`src/rtl/regfile_pkg.sv`:
```
// Shared register-file definitions: index/data widths, register count and the
// write-back output-stage record used by the arbiter, register file and issue stage.
package regfile_pkg;
   localparam int unsigned REG_W = 5;
   localparam int unsigned DAT_W = 32;
   localparam int unsigned NREG  = 32;
   localparam int unsigned GID_W = 3;

   typedef struct packed {
      logic             valid;
      logic [REG_W-1:0] regW;
      logic [DAT_W-1:0] Wdat;
      logic [GID_W-1:0] grant_id;
   } wb_stage_t;
endpackage

```
`src/rtl/regfile_wb_arb_rr_arbiter.sv`:
```
// Combinational round-robin arbiter: search begins one past ptr and wraps; returns
// a one-hot grant plus its encoded index. Shared with the memory-port arbiter.
module rr_arbiter #(
   parameter  int unsigned N  = 3,
   localparam int unsigned IW = (N > 1) ? $clog2(N) : 1
) (
   input  logic [N-1:0]  req,
   input  logic [IW-1:0] ptr,
   output logic [N-1:0]  grant,
   output logic [IW-1:0] idx,
   output logic          any
);

   int unsigned j;

   always_comb begin
      grant = '0;
      idx   = '0;
      any   = 1'b0;
      j     = 0;
      for (int unsigned k = 1; k <= N; k++) begin
         j = (32'(ptr) + k) % N;
         if (!any && req[j]) begin
            grant[j] = 1'b1;
            idx      = IW'(j);
            any      = 1'b1;
         end
      end
   end

endmodule

```
`src/rtl/regfile_wb_arb.sv`:
```
// Round-robin write-back arbiter with a one-entry output stage driving the
// register file write port. Optional pending-write scoreboard: REGFILE_WB_SCOREBOARD_EN.
module regfile_wb_arb #(
   parameter int unsigned NREQ  = 3,
   parameter int unsigned REG_W = 5,
   parameter int unsigned DAT_W = 32
) (
   input  logic                  btn,
   input  logic                  rst,
   input  logic                  hold,
   input  logic [NREQ-1:0]       req_valid,
   input  logic [NREQ*REG_W-1:0] req_regW,
   input  logic [NREQ*DAT_W-1:0] req_dat,
   output logic [NREQ-1:0]       req_ready,
   output logic [REG_W-1:0]      regW,
   output logic [DAT_W-1:0]      Wdat,
   output logic                  RegWrite,
   output logic [2:0]            grant_id
`ifdef REGFILE_WB_SCOREBOARD_EN
   ,
   input  logic                  rsv_valid,
   input  logic [REG_W-1:0]      rsv_reg,
   output logic [31:0]           pending
`endif
);

   localparam int unsigned PW = $clog2(NREQ);

   regfile_pkg::wb_stage_t stage_q, stage_d;
   logic [PW-1:0]   ptr_q, ptr_d;
   logic [NREQ-1:0] arb_req;
   logic [NREQ-1:0] grant;
   logic [PW-1:0]   win_idx;
   logic            win_any;

   // Reset also masks grants so req_ready reads 0 while rst is high.
   assign arb_req = req_valid & {NREQ{~(hold | rst)}};

   rr_arbiter #(.N(NREQ)) u_arb (
      .req   (arb_req),
      .ptr   (ptr_q),
      .grant (grant),
      .idx   (win_idx),
      .any   (win_any)
   );

   always_comb begin
      stage_d = stage_q;
      ptr_d   = ptr_q;
      if (!hold) begin
         if (win_any) begin
            stage_d.valid    = 1'b1;
            stage_d.regW     = req_regW[32'(win_idx)*REG_W +: REG_W];
            stage_d.Wdat     = req_dat[32'(win_idx)*DAT_W +: DAT_W];
            stage_d.grant_id = 3'(win_idx);
            ptr_d            = win_idx;
         end else begin
            stage_d.valid = 1'b0;
         end
      end
   end

   always_ff @(posedge btn or posedge rst) begin
      if (rst) begin
         stage_q <= '0;
         ptr_q   <= PW'(NREQ - 1);
      end else begin
         stage_q <= stage_d;
         ptr_q   <= ptr_d;
      end
   end

   assign req_ready = grant;
   assign regW      = stage_q.regW;
   assign Wdat      = stage_q.Wdat;
   assign grant_id  = stage_q.grant_id;
   assign RegWrite  = stage_q.valid & ~hold & (stage_q.regW != '0);

`ifdef REGFILE_WB_SCOREBOARD_EN
   logic [regfile_pkg::NREG-1:0] pending_q, pending_d;

   // Clear applied before set so a same-index reservation wins.
   always_comb begin
      pending_d = pending_q;
      if (RegWrite) pending_d[regW] = 1'b0;
      if (rsv_valid && (rsv_reg != '0)) pending_d[rsv_reg] = 1'b1;
      pending_d[0] = 1'b0;
   end

   always_ff @(posedge btn or posedge rst) begin
      if (rst) pending_q <= '0;
      else     pending_q <= pending_d;
   end

   assign pending = pending_q;
`endif

endmodule

```
`config.mk`:
```
export PLATFORM = sky130hd
export DESIGN_NAME = regfile_wb_arb
export DESIGN_NICKNAME = d
export VERILOG_FILES = /design/src/rtl/regfile_pkg.sv /design/src/rtl/regfile_wb_arb_rr_arbiter.sv /design/src/rtl/regfile_wb_arb.sv
export SDC_FILE = /design/constraint.sdc
export NUM_CORES = 1
export LEC_CHECK = 0
export CAP_MARGIN = 5
export CORE_ASPECT_RATIO = 2
export CORE_MARGIN = 5
export CORE_UTILIZATION = 40
export CTS_CLUSTER_SIZE = 25
export DETAILED_ROUTE_END_ITERATION = 12
export HOLD_SLACK_MARGIN = 0.1
export PLACE_DENSITY_LB_ADDON = 0.05
export SKIP_LAST_GASP = 1
export SYNTH_ARGS = -nofsm -noshare
export SYNTH_HDL_FRONTEND = slang
export SYNTH_HIERARCHICAL = 1
export SYNTH_SLANG_ARGS = --single-unit
```
`constraint.sdc`:
```
create_clock -name btn -period 2.8 [get_ports btn]
set_clock_uncertainty 0.05 [all_clocks]
set_input_delay 0.7 -clock btn [delete_from_list [all_inputs] [get_ports btn]]
set_output_delay 0.7 -clock btn [all_outputs]
set_load 0.02 [all_outputs]
```
==> impl_metrics.ini <==
[status]
outcome = finished clean

[grt]
grt_pass1_vias = 2904
grt-ovfl-total = 0
track_usage_pct = 18.9
grt_start_max_net_pins = 42
antenna_found_initial = 0
grt_pass1_wl_mm = 14.0

[worst_setup_path]
timing.rr.start = ptr_q[1]
critPathTopFamily = multiplexers
path_cells = dlygate4sd2_1, and2_4, mux2_4, a31oi_4, a311oi_2, mux2_4, buf_6
required_ns = 2.05
slowest_stage = mux2_4
cp_common_cell = mux2_4
crit_arrival_ns = 1.99
crit_buf_inv = 2
max_stage_delay_ns = 0.29
end_kind = output port
cp-start-kind = input port
cp-startpoint = req_valid[0]
path_class = in2out
cp_max_fo = 5

[detailed_routing]
vias_per_cell = 4.85
wl_per_cell_microns = 15.1
ant_nets = 0
drc_errors = 0
wl_mm = 8.59
wl_met1_mm = 2.95
firstDrtPassIters = 4
topRoutingLayerUsed = met4
routed-wl-met3_microns = 585
route.met2.wl_mm = 4.89
drt-initial-drc-count = 107
via_count = 2765

[yosys]
yosys_warnings = 6
synth_async_sr_flop_share_pct = 100
synth_most_common_cell = buf_4
syn_area_sq_mm = 0.00294
synth_cell_types = 36
synth_top_cell_by_area = dfrtp_1
synth_area_leaders = dfrtp_1 34%, mux2i_1 13%, buf_4 11%
synth-seq-cells = 41
synth_top_area_share_pct = 34.1
synth_edf_count = 0
synth_flop_cell = dfrtp_1
synth_cells = 345
syn_nets = 466
synth_common_cells = 42 x buf_4, 40 x dfrtp_1, 40 x nand2_1
yosysSeqAreaShare_pct = 35.0
synth.avg_cell_area_sq_um = 8.51

[clocking]
ctsLongestPathBuffers = 2
root_buffer = clkbuf_16
cts_buffers = 5
clock-sinks = 41
htree_levels = 2
cts_hold_buffers = 0
cts_tree = built
clock_latency_ns = 0.28
clk_pin_slew_ns = 0.05

[placed_design]
place.gp.congestion = 0.913
io_buffer_count = 159
dpl-instance-area_sq_mm = 0.00447
post-dp-hpwl_mm = 6.61
dpl_worst_slack_ns = -0.758

[cells_and_area]
drive_gt1_share_pct = 17.2
nFillCells = 638
syn2layout_area_growth_pct = 61.7
nets = 598
design_area_sq_mm = 0.00475
diodes = 0
utilization_pct = 65.9

[timing]
post-route-period-util_pct = 98.0
timing.final.ws_setup_ns = 0.0566
finalMaxSlewViolations = 0
setup_violations = 0
period_minus_slack_ns = 2.74
rsz0062_at_grt = true
relSlewSlack_pct = 66.7
worst_pin_slew_ns = 0.499
worst_hold_slack_ns = 0.454
hold_viol_final = 0
fmax_mhz = 365

[floorplan]
num_io_pins = 161
die_w_microns = 70.6
fp.dieH_microns = 131
die_area_sq_mm = 0.00926
core_sq_mm = 0.00721
num_rows = 44
initial_core_util_pct = 40.7

[job]
max-cap-violations = 0

[pwr]
leakagePower_nw = 1.83
power.density_mw_per_mm2 = 938
ir_worst_vdd_mv = 0.436

[worst_hold_path]
hp-class = reg2reg
worstHoldStart = stage_q[40]
report_power, final:
| part | switching [W] | leakage, nW | internal (W) | total, W |
|---|---|---|---|---|
| Clock | 0.000221 | 0.0841 | 0.000445 | 0.000666 |
| Combinational | 0.00135 | 1.29 | 0.00138 | 0.00273 |
| Sequential | 0.000164 | 0.458 | 0.000896 | 0.00106 |
worst paths after layout:
path	to	slack, ns	depth (start not counted)
worst max-delay path	req_ready[0]	0.06	7
worst min-delay path	stage_q[40]	0.45	1
worst max register to register	Wdat[26]	0.20	11
worst min register to register	stage_q[40]	0.45	1
max in group asynchronous	Wdat[15]	1.63	4
min in group asynchronous	ptr_q[0]	0.53	3
final cells by class:
type,count,area [sq um],share of cell area [%]
sequential,41,1030,21.6
clock buffer,7,143,3.00
timing repair buffer,187,1820,38.3
clock inverter,1,30.0,0.632
multi-input combinational,234,1590,33.4
inverter,8,30.0,0.632
tap,92,115,2.42
sequential cells by signal, summed over array words and instances, names as in the netlist:
signal / flops
Wdat: 32
grant_id: 1
ptr_q: 2
regW: 5
stage_q: 1
per-stage QoR:
stage / std cells / total power, W / setup TNS, ns
2_1_floorplan: 345 / 0.00286 / 0
3_3_place_gp: 558 / 0.00364 / -14.30
3_5_place_dp: 558 / 0.00369 / -17.63
4_1_cts: 570 / 0.00444 / -0.0106
5_1_grt: 570 / 0.00476 / -0.0310
6_report: 570 / 0.00446 / 0
cell families (layout without fill, tap and decap cells):
group / after synthesis / count (layout) / share of synthesized area (%)
buf+inv: 70 / 203 / 15.4
fa+ha+maj: 4 / 4 / 1.70
other cells: 1 / 1 / 0.128
mux: 41 / 41 / 14.1
compound gates: 56 / 56 / 12.3
flops: 41 / 41 / 35.0
simple gates: 132 / 132 / 21.4
cells in the final DEF, fill, tap and decap left out, types with 2 or more instances in the layout:
cell type,netlist,routed
and2_4,0,4
a21o_1,2,2
clkdlybuf4s50_1,0,151
mux2i_1,38,38
a31oi_1,38,37
buf_4,42,26
dfrtp_1,40,40
clkbuf_16,0,5
nor2b_2,0,2
buf_12,0,3
dlygate4sd2_1,0,3
clkbuf_2,0,2
or2_2,18,18
nand2_1,40,40
ha_2,0,2
nand2b_1,4,3
inv_1,8,7
o21ai_0,3,2
mux2_4,0,2
or2_0,19,19
nor2_1,39,38
nand3_1,2,2
per-layer routing:
layer  track usage (%)  vias to the layer above
li1                  -                     1388
met1              18.0                     1272
met2              37.3                       91
met3              5.12                       14
met4              6.80                        0
met5                 0                        -
repair_timing:
action	CTS	global route
endpoints found under the hold margin	0	0
cloned	0	0
pin swaps	10	0
resized for setup	33	13
endpoints found under the setup margin	41	28
buffers inserted	4	0
(Power assumes the default switching activity.)
